File: src/rtl/seg_scan_driver.sv
// Four-digit multiplexed seven-segment scanner with a one-cycle blanking gap between digits
// and a frame snapshot taken on each 3->0 wrap. Optional leading-zero blanking: SEG_ZERO_BLANK_EN.
module seg_scan_driver #(
  parameter bit ANODE_ACTIVE_LOW = 1'b1
) (
  input  logic        clk,
  input  logic        rst,
  input  logic        clk_out,
  input  logic [15:0] value,
  input  logic        neg,
  output logic [3:0]  anode,
  output logic [6:0]  seg,
  output logic        frame_start
);

  typedef enum logic {
    SHOW = 1'b0,
    GAP  = 1'b1
  } state_t;

  localparam logic [3:0] ANODE_OFF = ANODE_ACTIVE_LOW ? 4'b1111 : 4'b0000;
  localparam logic [6:0] SEG_BLANK = 7'b1111111;
  localparam logic [6:0] SEG_MINUS = 7'b0111111;

  state_t      state;
  logic [1:0]  idx;
  logic        clk_out_q;
  logic        tick;
  logic [15:0] frame_value;
  logic        frame_neg;
  logic [3:0]  cur_digit;
  logic [3:0]  one_hot;
  logic [3:0]  anode_on;
  logic [6:0]  next_seg;

  function automatic logic [6:0] hex_to_seg(input logic [3:0] d);
    case (d)
      4'h0:    hex_to_seg = 7'b1000000;
      4'h1:    hex_to_seg = 7'b1111001;
      4'h2:    hex_to_seg = 7'b0100100;
      4'h3:    hex_to_seg = 7'b0110000;
      4'h4:    hex_to_seg = 7'b0011001;
      4'h5:    hex_to_seg = 7'b0010010;
      4'h6:    hex_to_seg = 7'b0000010;
      4'h7:    hex_to_seg = 7'b1111000;
      4'h8:    hex_to_seg = 7'b0000000;
      4'h9:    hex_to_seg = 7'b0010000;
      4'hA:    hex_to_seg = 7'b0001000;
      4'hB:    hex_to_seg = 7'b0000011;
      4'hC:    hex_to_seg = 7'b1000110;
      4'hD:    hex_to_seg = 7'b0100001;
      4'hE:    hex_to_seg = 7'b0000110;
      default: hex_to_seg = 7'b0001110;
    endcase
  endfunction

  // clk_out is treated as data: a rising edge is seen as high now, low last cycle.
  assign tick = clk_out & ~clk_out_q;

  assign cur_digit = frame_value[{idx, 2'b00} +: 4];
  assign one_hot   = 4'b0001 << idx;
  assign anode_on  = ANODE_ACTIVE_LOW ? ~one_hot : one_hot;

`ifdef SEG_ZERO_BLANK_EN
  logic [3:0] dig_zero;
  logic [3:0] blank;

  // A digit blanks only if it and every higher digit are zero; a minus sign in
  // digit 3 takes that digit out of the chain.
  always_comb begin
    for (int i = 0; i < 4; i++) begin
      dig_zero[i] = (frame_value[4*i +: 4] == 4'h0);
    end
    blank[3] = dig_zero[3] & ~frame_neg;
    blank[2] = dig_zero[2] & (frame_neg | dig_zero[3]);
    blank[1] = dig_zero[1] & blank[2];
    blank[0] = 1'b0;
  end
`endif

  // NOTE: combinational blocks assign a default first so no path leaves next_seg unassigned (no latch).
  always_comb begin
    next_seg = hex_to_seg(cur_digit);
    if (frame_neg && (idx == 2'd3)) begin
      next_seg = SEG_MINUS;
    end
`ifdef SEG_ZERO_BLANK_EN
    else if (blank[idx]) begin
      next_seg = SEG_BLANK;
    end
`endif
  end

  // NOTE: all state is updated with non-blocking assignments so every register samples pre-edge values.
  always_ff @(posedge clk) begin
    if (rst) begin
      // NOTE: the frame register is reset so digits before the first wrap show a defined zero frame.
      clk_out_q   <= 1'b1;
      state       <= SHOW;
      idx         <= 2'd0;
      anode       <= ANODE_OFF;
      seg         <= SEG_BLANK;
      frame_value <= 16'h0000;
      frame_neg   <= 1'b0;
      frame_start <= 1'b0;
    end else begin
      clk_out_q   <= clk_out;
      frame_start <= 1'b0;
      case (state)
        SHOW: begin
          if (tick) begin
            state <= GAP;
            idx   <= idx + 2'd1;
            anode <= ANODE_OFF;
            seg   <= SEG_BLANK;
            if (idx == 2'd3) begin
              frame_value <= value;
              frame_neg   <= neg;
              frame_start <= 1'b1;
            end
          end
        end
        GAP: begin
          // idx and the frame were already updated on the tick edge.
          state <= SHOW;
          anode <= anode_on;
          seg   <= next_seg;
        end
      endcase
    end
  end

endmodule

File: config.mk
export PLATFORM = sky130hd
export DESIGN_NAME = seg_scan_driver
export DESIGN_NICKNAME = d
export VERILOG_FILES = /design/src/rtl/seg_scan_driver.sv
export SDC_FILE = /design/constraint.sdc
export NUM_CORES = 1
export LEC_CHECK = 0
export CORE_ASPECT_RATIO = 0.6
export CORE_MARGIN = 1
export CORE_UTILIZATION = 50
export CTS_CLUSTER_DIAMETER = 150
export DETAILED_ROUTE_END_ITERATION = 10
export HOLD_SLACK_MARGIN = 0.06
export PLACE_DENSITY = 0.8
export SETUP_SLACK_MARGIN = 0.2
export SYNTH_ARGS = -nofsm -noshare
export SYNTH_HDL_FRONTEND = slang
export SYNTH_SLANG_ARGS = --single-unit
File: constraint.sdc
create_clock -name clk -period 7.1 [get_ports clk]
set_clock_uncertainty 0.1 [all_clocks]
set_input_delay 1.065 -clock clk [delete_from_list [all_inputs] [get_ports clk]]
set_output_delay 1.065 -clock clk [all_outputs]
set_load 0.1 [all_outputs]
* After elaboration in Yosys (flattened, before gate mapping)
Memories as Yosys holds them, arrays and structs flattened.
Index checks and enable logic that the tools add are counted.
** Cells by class
- Reduce and logical (&&, ||, !) cells :: 4
- Bitwise logic cells :: 5
- Muxes and demuxes :: 8
- $add $sub $neg :: 1
- Shifts and indexed selects :: 2
- Equal/unequal tests :: 2
** Operator list (number)
- 16-bit by 5-bit indexed part select with 4-bit output :: 1
- 7-bit two-way mux :: 2
- 7-bit one-hot mux with 2 select lines :: 1
- 4-bit one-hot mux with 2 select lines :: 1
- 4-bit two-way mux :: 1
- 4-bit inverter :: 1
- 1-bit by 2-bit << shifter with 4-bit output, first input constant :: 1
- 1-bit inverter :: 3
- 3-bit AND reduction :: 1
- 3-bit OR reduction :: 1
- 2-bit by 1-bit adder with 2-bit output, second input constant :: 1
- 2-bit equality test, second input constant :: 1
- 1-bit two-way mux :: 2
- 2-bit != test, second input constant :: 1
- 1-bit one-hot mux with 2 select lines :: 1
- 2-bit AND reduction :: 1
- 1-bit bitwise AND :: 1
- 1-bit logical AND :: 1
** Word-level totals
- Output and inout bits :: 12
- Bits in read-only memories :: 112
- Word-level logic and storage cells :: 31
- Bits of input ports :: 20
- Memories kept :: 1
- Bits in registers :: 33
** Memory list
- (no name shown) :: depth 16, width 7, rd ports 1, clocked after memory_dff 0, write ports 0, RTL line 37 : case (d)

* Longest topological paths before layout
Gate-level depths: netlist of the first run.
- Depth after elaboration :: 4
- Mapped depth :: 8
- Mapped depth without buffers :: 7

* Worst setup path before layout of the first run
OpenSTA, ideal clock, no wires.
- Kind :: register to register
- Start :: register idx[0]
- End :: register seg[0]
- Setup slack :: 4.773 ns
- Setup time :: 0.086 ns
- Arrival time :: 2.141 ns
- Clock period less this slack :: 2.327 ns
- Path buffers :: 1
- Data required time :: 6.914 ns
- Cell stages (with the launch flop) :: 9
- Cells stage by stage :: dfxtp_1 > buf_6 > mux4_1 > inv_1 > ha_1 > nor3b_1 > a2111oi_0 > a311oi_1 > a211oi_1
** On the way
- Cells in the longest elaborated chain, start to end :: 4
- Elaborated cells on any way between the ends :: 6
- Classes of those cells :: eq/ne (1); shift (1); mux (2); reduce/logical (1); memory (1)
** RTL lines
- start, declared :: RTL line 26 : logic [1:0] idx;
- start signal, assigned :: RTL line 113 : idx <= idx + 2'd1;
- 16-bit by 5-bit indexed part select with 4-bit output or 2-bit equality test (tied branches) :: RTL line 60, 84
- memory 16 x 7 bit or 1-bit logical AND (tied branches)
- 7-bit two-way mux * :: RTL line 84 : if (frame_neg && (idx == 2'd3)) begin
- 7-bit one-hot mux with 2 select lines * :: RTL line 109 : case (state)
- end signal, assigned :: RTL line 127 : seg <= next_seg;
- end, declared :: RTL line 12 : output logic [6:0] seg,
Mark *: on every way between the ends. The rest lies on a longest branch, timed or not.
A chain may end at the register's enable or synchronous reset.

==> results.json, run 1 <==
{
  "run_status": "completed",
  "pwr-share-seq_pct": 53.3,
  "gr-usage-met3_pct": 6.92,
  "finalNetCount": 258,
  "yosysTopAreaCellShare_pct": 37.0,
  "synth_fp_nets": 233,
  "tns_ns": 0,
  "final-setup-viol-count": 0,
  "clk-insertion-delay-late_ns": 0.28,
  "post_route_cells_drive_above_1_share_pct": 6.58,
  "hold_path.class": "register to register",
  "critPathTopFamily": "buffers and inverters",
  "fillCellCount": 308,
  "netlist-cell-type-count": 42,
  "slew_headroom_pct": 34.8,
  "globalplace.congestion": 0.865,
  "first_pass_iters": 4,
  "cts_setup_buffers": 0,
  "drt-initial-drc-count": 111,
  "synth_register_bits": 33,
  "areaGrowthSynthToFinish_pct": 19.8,
  "dieHeight_um": 48.3,
  "effective_utilization_at_floorplan_pct": 53.7,
  "grt_start_max_net_pins": 29,
  "p_comb_share_pct": 9.6,
  "worst_ep_arrival_time_ns": 3.10,
  "globalRouteMet2Util_pct": 29.8,
  "switching_share_pct": 23.9,
  "sequential_area_share_after_synthesis_pct": 37.0,
  "floorplan.core_area_um2": 3320,
  "crit_path_max_fanout": 28,
  "detailedPlace.worstSlack_ns": 3.76,
  "report.final.slew_viol_count": 0,
  "syn-cell-area_um2": 1780,
  "worstPathCellList": "clkdlybuf4s50_1 -> nand2b_1 -> or2b_1 -> a2111oi_0 -> a211oi_1",
  "total_die_area_um2": 3820,
  "post_cts.resized_instances": 0,
  "power_per_cell_area_nw_per_um2": 168,
  "grt.total_usage_pct": 20.5,
  "fin_crit_sh_pct": 42.8,
  "route.vias.total": 1482,
  "grt_pass1_wl_mm": 5.66,
  "maxCapViolCount": 0,
  "grt_pass1_vias": 1181,
  "grt_antenna_before_repair": 0,
  "drt_wl_total_mm": 3.53,
  "cp-end-kind": "register",
  "layout.cells.most_common": "sky130_fd_sc_hd__nand2_1",
  "tightest_pin_transition_ns": 0.974,
  "detail_route.wl_per_cell_um": 12.9,
  "place_inst": 265,
  "post_synth_inst_count": 202,
  "intPower_uw": 273,
  "fp.dieW_um": 79.1,
  "startpoint_type": "input port",
  "tritoncts": "yes",
  "cts.sink_count": 33,
  "yosys-top-cells-area": "sky130_fd_sc_hd__dfxtp_1 (37%), sky130_fd_sc_hd__nand2_1 (8.0%), sky130_fd_sc_hd__ha_1 (7.7%)",
  "port_buffer_count": 31,
  "worst_ep_required_time_ns": 7.16,
  "h-tree-depth": 2,
  "timing.final.hold_violations": 0,
  "timing.final.ws_setup_ns": 4.06,
  "cts.clk_slew.worst_paths_ns": 0.06,
  "num_io_pins": 32,
  "cts_max_path_buffers": 2,
  "globalRoute.busiestLayer": "met2",
  "globalRouteOverflowTotal": 0,
  "cts_hold_buf": 0,
  "fmax_mhz": 329,
  "clock_buffer_count_from_cts": 5,
  "final_cell_mix": "sky130_fd_sc_hd__nand2_1 (38), sky130_fd_sc_hd__dfxtp_1 (33), sky130_fd_sc_hd__clkdlybuf4s50_1 (31)",
  "cp_slowest_stage_delay_ns": 0.88,
  "finalCriticalPeriod_ns": 3.04,
  "post_drt_via_cell_ratio": 5.43,
  "worstPathBufferInverterCount": 1,
  "vdd_ir_drop_max_mv": 0.119,
  "drcViolationCount": 0,
  "clock_tree.root_cell": "sky130_fd_sc_hd__clkbuf_8",
  "finalNonFillerCells": 273,
  "insertedDiodeCount": 0,
  "synth.avg_cell_area_um2": 8.83,
  "detail-route-antenna-nets": 0,
  "p_leak_nw": 0.746,
  "worst-setup-path-type": "input port to register",
  "dpl.hpwl_mm": 2.54,
  "ys.warnings.count": 0,
  "synth.largest_area_cell": "sky130_fd_sc_hd__dfxtp_1",
  "timing.critical_path.slowest_stage_cell": "sky130_fd_sc_hd__clkdlybuf4s50_1",
  "grt.met1_usage_pct": 28.8,
  "grt_setup_unrepaired": "false",
  "power.switching_uw": 85.8,
  "clock_power_share_pct": 37.1,
  "num_rows": 16
}
power by group through the flow:
stage               logic [mW]  clock network (mW)  registers [mW]
global route            0.0368               0.145           0.192
CTS                     0.0346               0.136           0.191
finish                  0.0346               0.133           0.191
detailed placement      0.0345                   0           0.195
global placement        0.0341                   0           0.195
floorplan               0.0139                   0           0.203
worst paths after layout:
check,from,to,slack (ns),cells after the start
setup / recovery,rst,seg[0]$_SDFFE_PP1P_,4.06,5
hold / removal,frame_value[1]$_SDFFE_PP0P_,frame_value[1]$_SDFFE_PP0P_,0.36,2
hold reg to reg,frame_value[1]$_SDFFE_PP0P_,frame_value[1]$_SDFFE_PP0P_,0.36,2
setup reg to reg,idx[0]$_SDFFE_PP0N_,seg[0]$_SDFFE_PP1P_,4.14,7
tightest hold or removal path, delay by kind of cell, from the launching register on:
family             cells  cell delay (ns)
and+or+nand+nor        1             0.05
DFF                    1             0.31
AOI/OAI and AO/OA      1             0.05
area by class of cell:
cell class              count  area (µm²)  share of cell area, %
flip-flops and latches     33         661                   30.9
multi-input cells         148        1000                   46.8
inverters                   8        30.0                   1.40
well taps                  45        56.3                   2.63
repair buffers             31         310                   14.5
clock buffers               8        80.1                   3.74
logic make-up after synthesis:
logic type	count (synthesis)	share of synthesized area [%]
DFF	33	37.0
xor gates and xnor gates	3	1.47
AOI/OAI and AO/OA	46	16.1
buffers and inverters	21	6.87
and+or+nand+nor	75	19.5
muxes	13	11.3
adders and majority gates	11	7.71
registers in the layout (all words and copies together), names as in the netlist:
| signal | cells |
|---|---|
| frame_value | 16 |
| seg | 7 |
| anode | 4 |
| idx | 2 |
| clk_out_q | 1 |
| frame_neg | 1 |
| frame_start | 1 |
| state | 1 |
layer usage:
metal	part of all wire [%]	routed length (µm)
met5	0	0
met4	0.59	21
met3	7.4	263
met2	39	1390
met1	53	1860
cell usage after synthesis (all sizes together):
library cell and instances:
a2111oi 2, a211o 1, a211oi 3, a21oi 27
a2bb2oi 1, a311o 1, a311oi 1, a41oi 1
and2 1, and3 1, buf 7, clkbuf 6
dfxtp 33, ha 11, inv 8, mux2 1
mux2i 8, mux4 4, nand2 38, nand2b 2
nand3b 1, nor2 12, nor2b 2, nor3 7
nor3b 2, nor4b 1, o21ai 3, o22a 3
o22ai 1, o32a 2, or2 6, or2b 1
or3 1, xnor2 3
per-stage QoR:
step	cell area, µm²	hold WS [ns]	power (mW)	utilization [%]
after floorplan	1780	0.332	0.217	-
after global placement	2060	0.342	0.230	61.9
after detailed placement	2060	0.346	0.230	61.9
after CTS	2140	0.355	0.362	64.3
after global routing	2140	0.384	0.373	64.3
final	2140	0.359	0.359	64.3
Note: power is estimated with default switching activity, not from simulation.
==> inputs of run 2 (changes only) <==
- clock period: 7.1 -> 2.9 ns (I/O delays scaled with it)
==> run 2 against run 1 <==
Via count rose by 0.34%. Hold slack got worse by 0.0040 ns. Combinational power grew to 2.7 times the previous value. Critical path type is now register to register. Largest power group unchanged.
==> results.json, run 2 (same netlist as run 1, synthesis figures left out) <==
{
  "run_status": "completed",
  "port_buffer_count": 31,
  "fp.dieW_um": 79.1,
  "effective_utilization_at_floorplan_pct": 53.7,
  "largestRegisters": "frame_value (16), seg (7), anode (4)",
  "reg2reg_slack_ns": 0.44,
  "tns_ns": 0,
  "num_io_pins": 32,
  "timing.final.hold_violations": 0,
  "clock_buffer_count_from_cts": 5,
  "cts.clk_slew.worst_paths_ns": 0.07,
  "worst_ep_required_time_ns": 3.01,
  "final-setup-viol-count": 0,
  "areaGrowthSynthToFinish_pct": 20.0,
  "cp_slowest_stage_delay_ns": 0.70,
  "post_drt_via_cell_ratio": 5.41,
  "timing.critical_path.slowest_stage_cell": "sky130_fd_sc_hd__mux4_1",
  "cts_setup_buffers": 0,
  "total_die_area_um2": 3820,
  "cts_hold_buf": 0,
  "cts_max_path_buffers": 2,
  "drt_wl_total_mm": 3.65,
  "critPathCapture": "seg[0]$_SDFFE_PP1P_",
  "final_cell_mix": "sky130_fd_sc_hd__nand2_1 (38), sky130_fd_sc_hd__dfxtp_1 (33), sky130_fd_sc_hd__a21oi_1 (27)",
  "dpl.hpwl_mm": 2.63,
  "fin_crit_sh_pct": 84.7,
  "h-tree-depth": 2,
  "crit_path_max_fanout": 6,
  "detail-route-antenna-nets": 0,
  "critical_path.reg2reg.endpoint": "seg[0]$_SDFFE_PP1P_",
  "first_pass_iters": 4,
  "largest_reg_flops": 16,
  "drt-initial-drc-count": 111,
  "globalplace.congestion": 0.926,
  "worst_ep_arrival_time_ns": 2.56,
  "p_leak_nw": 0.765,
  "grt_antenna_before_repair": 0,
  "globalRouteOverflowTotal": 0,
  "dieHeight_um": 48.3,
  "detailedPlace.worstSlack_ns": 0.453,
  "max_flop_register": "frame_value",
  "fmax_mhz": 407,
  "detail_route.wl_per_cell_um": 13.3,
  "slew_headroom_pct": 62.0,
  "cts.sink_count": 33,
  "hold_path.class": "register to register",
  "post_route_cells_drive_above_1_share_pct": 13.9,
  "drcViolationCount": 0,
  "utilization_pct": 64.4,
  "critical_path.startpoint": "idx[0]$_SDFFE_PP0N_",
  "grt_setup_unrepaired": "false",
  "startpoint_type": "register",
  "reg2reg_depth": 7,
  "route.vias.total": 1487,
  "maxCapViolCount": 0,
  "post_cts.resized_instances": 0,
  "num_rows": 16,
  "tritoncts": "yes",
  "hold_path_startpoint": "frame_value[13]$_SDFFE_PP0P_",
  "tightest_pin_transition_ns": 0.570,
  "clk-insertion-delay-late_ns": 0.29,
  "clock_tree.root_cell": "sky130_fd_sc_hd__clkbuf_8",
  "power_per_cell_area_nw_per_um2": 424,
  "grt_pass1_wl_mm": 5.74,
  "timing.final.ws_setup_ns": 0.444,
  "cp-end-kind": "register",
  "finalNetCount": 261,
  "final.hold.worst_slack_ns": 0.355,
  "grt_start_max_net_pins": 21,
  "report.final.slew_viol_count": 0,
  "timing.rr.start": "idx[0]$_SDFFE_PP0N_",
  "insertedDiodeCount": 0,
  "grt.total_usage_pct": 20.7,
  "worstPathCellList": "mux4_1 -> inv_1 -> ha_1 -> nor3b_1 -> a2111oi_0 -> a311oi_1 -> a211oi_1",
  "layout.cells.most_common": "sky130_fd_sc_hd__nand2_1",
  "grt_pass1_vias": 1230,
  "worst-setup-path-type": "register to register",
  "vdd_ir_drop_max_mv": 0.271,
  "fillCellCount": 314,
  "floorplan.core_area_um2": 3320,
  "finalCriticalPeriod_ns": 2.46
}
## run 2: power by group
| group | total (mW) | leakage (nW) | internal, mW | switching [mW] |
|---|---|---|---|---|
| registers | 0.463 | 0.267 | 0.459 | 0.00444 |
| clock network | 0.352 | 0.0433 | 0.187 | 0.165 |
| logic | 0.0926 | 0.455 | 0.0410 | 0.0516 |
## run 2: how the worst min path moves through the flow
stage / endpoint / slack, ns / cells past startpoint
after detailed placement: frame_value[13]$_SDFFE_PP0P_ / 0.35 / 2
after global placement: frame_value[9]$_SDFFE_PP0P_ / 0.34 / 2
after floorplan: frame_value[4]$_SDFFE_PP0P_ / 0.33 / 2
final: frame_value[13]$_SDFFE_PP0P_ / 0.36 / 2
after global routing: frame_value[13]$_SDFFE_PP0P_ / 0.38 / 2
after CTS: frame_value[13]$_SDFFE_PP0P_ / 0.36 / 2
## run 2: worst max-delay path, delay by kind of cell, from the launching register on
kind                       cells  cell delay, ns
buffers and inverters          1            0.19
AOI/OAI and AO/OA              3            0.68
muxes                          1            0.70
adders and majority gates      1            0.25
and+or+nand+nor                1            0.07
DFF                            1            0.38
## run 2: final cells by class
type,count,area (µm²),share of cell area [%]
clock buffers,6,82.6,3.86
clock inverters,1,7.51,0.351
inverters,8,30.0,1.40
multi-input cells,148,1000,46.8
flip-flops and latches,33,661,30.9
well taps,45,56.3,2.63
repair buffers,34,303,14.1
## run 2: stage by stage
step,cells,area [µm²],power (mW)
floorplan,202,1780,0.531
global placement,268,2050,0.565
detailed placement,268,2050,0.565
CTS,275,2140,0.920
global route,275,2140,0.941
finish,275,2140,0.908
## run 2: layer usage
layer  routed length (µm)  track usage [%]
met1                 1830             27.5
met2                 1480             32.2
met3                  267             6.17
met4                   70             8.73
met5                    0                0
==> inputs of run 3 (changes only) <==
- clock period: 2.9 -> 2.6 ns (I/O delays scaled with it)
==> run 3 against run 2 <==
Sequential cell count stayed put. Sequential power up 12%. Die area is the same. Critical path type unchanged. Largest power group unchanged.
==> results.json, run 3 (same netlist as run 1, synthesis figures left out) <==
{
  "clock_tree.root_cell": "sky130_fd_sc_hd__clkbuf_8",
  "dieHeight_um": 48.3,
  "cts_max_path_buffers": 2,
  "report.final.slew_viol_count": 0,
  "insertedDiodeCount": 0,
  "finalCriticalPeriod_ns": 2.24,
  "fin_crit_sh_pct": 86.1,
  "slew_headroom_pct": 62.3,
  "drt_wl_total_mm": 3.67,
  "h-tree-depth": 2,
  "vdd_ir_drop_max_mv": 0.306,
  "worst_ep_arrival_time_ns": 2.35,
  "grt_pass1_vias": 1270,
  "fmax_mhz": 447,
  "reg2reg_slack_ns": 0.36,
  "effective_utilization_at_floorplan_pct": 53.7,
  "clk-insertion-delay-late_ns": 0.29,
  "power_per_cell_area_nw_per_um2": 513,
  "grt_start_max_net_pins": 22,
  "layout.area.seq_um2": 662,
  "total_die_area_um2": 3820,
  "port_buffer_count": 31,
  "timing.final.hold_violations": 0,
  "timing.final.ws_setup_ns": 0.361,
  "globalplace.congestion": 0.961,
  "tightest_pin_transition_ns": 0.564,
  "route.vias.total": 1493,
  "post_drt_via_cell_ratio": 5.35,
  "largestRegisters": "frame_value (16), seg (7), anode (4)",
  "utilization_pct": 66.1,
  "drt-initial-drc-count": 147,
  "max_flop_register": "frame_value",
  "drcViolationCount": 0,
  "detailedPlace.worstSlack_ns": 0.229,
  "worstPathCellList": "mux4_1 -> inv_1 -> ha_1 -> nor3b_1 -> a2111oi_2 -> a311oi_1 -> a211oi_1",
  "worst_ep_required_time_ns": 2.72,
  "final-setup-viol-count": 0,
  "first_pass_iters": 4,
  "cts_hold_buf": 0,
  "post_cts.resized_instances": 0,
  "final_cell_mix": "sky130_fd_sc_hd__nand2_1 (38), sky130_fd_sc_hd__dfxtp_1 (32), sky130_fd_sc_hd__a21oi_1 (27)",
  "grt.total_usage_pct": 20.9,
  "grt_antenna_before_repair": 0,
  "p_leak_nw": 0.790,
  "detail_route.wl_per_cell_um": 13.2,
  "detail-route-antenna-nets": 0,
  "crit_path_max_fanout": 5,
  "cts.sink_count": 33,
  "startpoint_type": "register",
  "cp_slowest_stage_delay_ns": 0.60,
  "clock_buffer_count_from_cts": 5,
  "areaGrowthSynthToFinish_pct": 23.1,
  "timing.critical_path.slowest_stage_cell": "sky130_fd_sc_hd__mux4_1",
  "report.power.total_mw": 1.13,
  "cp-end-kind": "register",
  "fp.dieW_um": 79.1,
  "fillCellCount": 299,
  "hold_path.class": "register to register",
  "dpl.hpwl_mm": 2.65,
  "tritoncts": "yes",
  "floorplan.core_area_um2": 3320,
  "largest_reg_flops": 16,
  "globalRouteOverflowTotal": 0,
  "grt_setup_unrepaired": "false",
  "tns_ns": 0,
  "num_rows": 16,
  "finalNetCount": 264,
  "cts.clk_slew.worst_paths_ns": 0.07,
  "grt_pass1_wl_mm": 5.76,
  "worst-setup-path-type": "register to register",
  "run_status": "completed",
  "cts_setup_buffers": 0,
  "multi_input_comb_area_um2": 1000,
  "layout.cells.most_common": "sky130_fd_sc_hd__nand2_1",
  "maxCapViolCount": 0,
  "num_io_pins": 32,
  "post_route_cells_drive_above_1_share_pct": 16.7
}
-- run 3: cell type report --
type                       instances  area share (%)
sequential                        33            30.1
clock inverter                     2            1.71
multi-input combinational        148            45.7
tap                               45            2.56
inverter                           8            1.37
timing repair buffer              37            14.8
clock buffer                       6            3.76
-- run 3: where the power goes --
| group | leakage [nW] | internal, mW | total (mW) | switching, mW |
|---|---|---|---|---|
| clock network | 0.0574 | 0.311 | 0.508 | 0.197 |
| registers | 0.268 | 0.512 | 0.517 | 0.00533 |
| logic | 0.465 | 0.0457 | 0.102 | 0.0564 |
| total | 0.790 | 0.869 | 1.13 | 0.258 |
-- run 3: path summary, 6_finish.rpt --
check,from,cells after the start,endpoint
max,idx[0]$_SDFFE_PP0N_,7,seg[0]$_SDFFE_PP1P_
max reg2reg,idx[0]$_SDFFE_PP0N_,7,seg[0]$_SDFFE_PP1P_
min,frame_value[8]$_SDFFE_PP0P_,2,frame_value[8]$_SDFFE_PP0P_
min reg2reg,frame_value[8]$_SDFFE_PP0P_,2,frame_value[8]$_SDFFE_PP0P_
-- run 3: routing by layer --
layer	wire length [µm]	vias up	track usage [%]	share of wire (%)
met2	1590	49	33.3	43
met3	257	9	5.61	7.0
met4	58	0	11.3	1.6
met1	1770	679	27.1	48
met5	0	-	0	0
li1	-	756	-	-
-- run 3: per-stage QoR --
stage | cells | instance area [µm²] | hold slack [ns]
after floorplan | 202 | 1780 | 0.332
after global placement | 271 | 2070 | 0.348
after detailed placement | 271 | 2070 | 0.349
after CTS | 279 | 2190 | 0.358
after global routing | 279 | 2200 | 0.375
final | 279 | 2200 | 0.356
-- run 3: critical path: cells and delay by family, from the launching register on --
| family | cells | cell delay [ns] |
|---|---|---|
| multiplexers | 1 | 0.60 |
| flip-flops | 1 | 0.38 |
| adder cells (fa/ha/maj) | 1 | 0.23 |
| AO/OA/AOI/OAI | 3 | 0.62 |
| AND/OR/NAND/NOR | 1 | 0.08 |
| buffers and inverters | 1 | 0.15 |
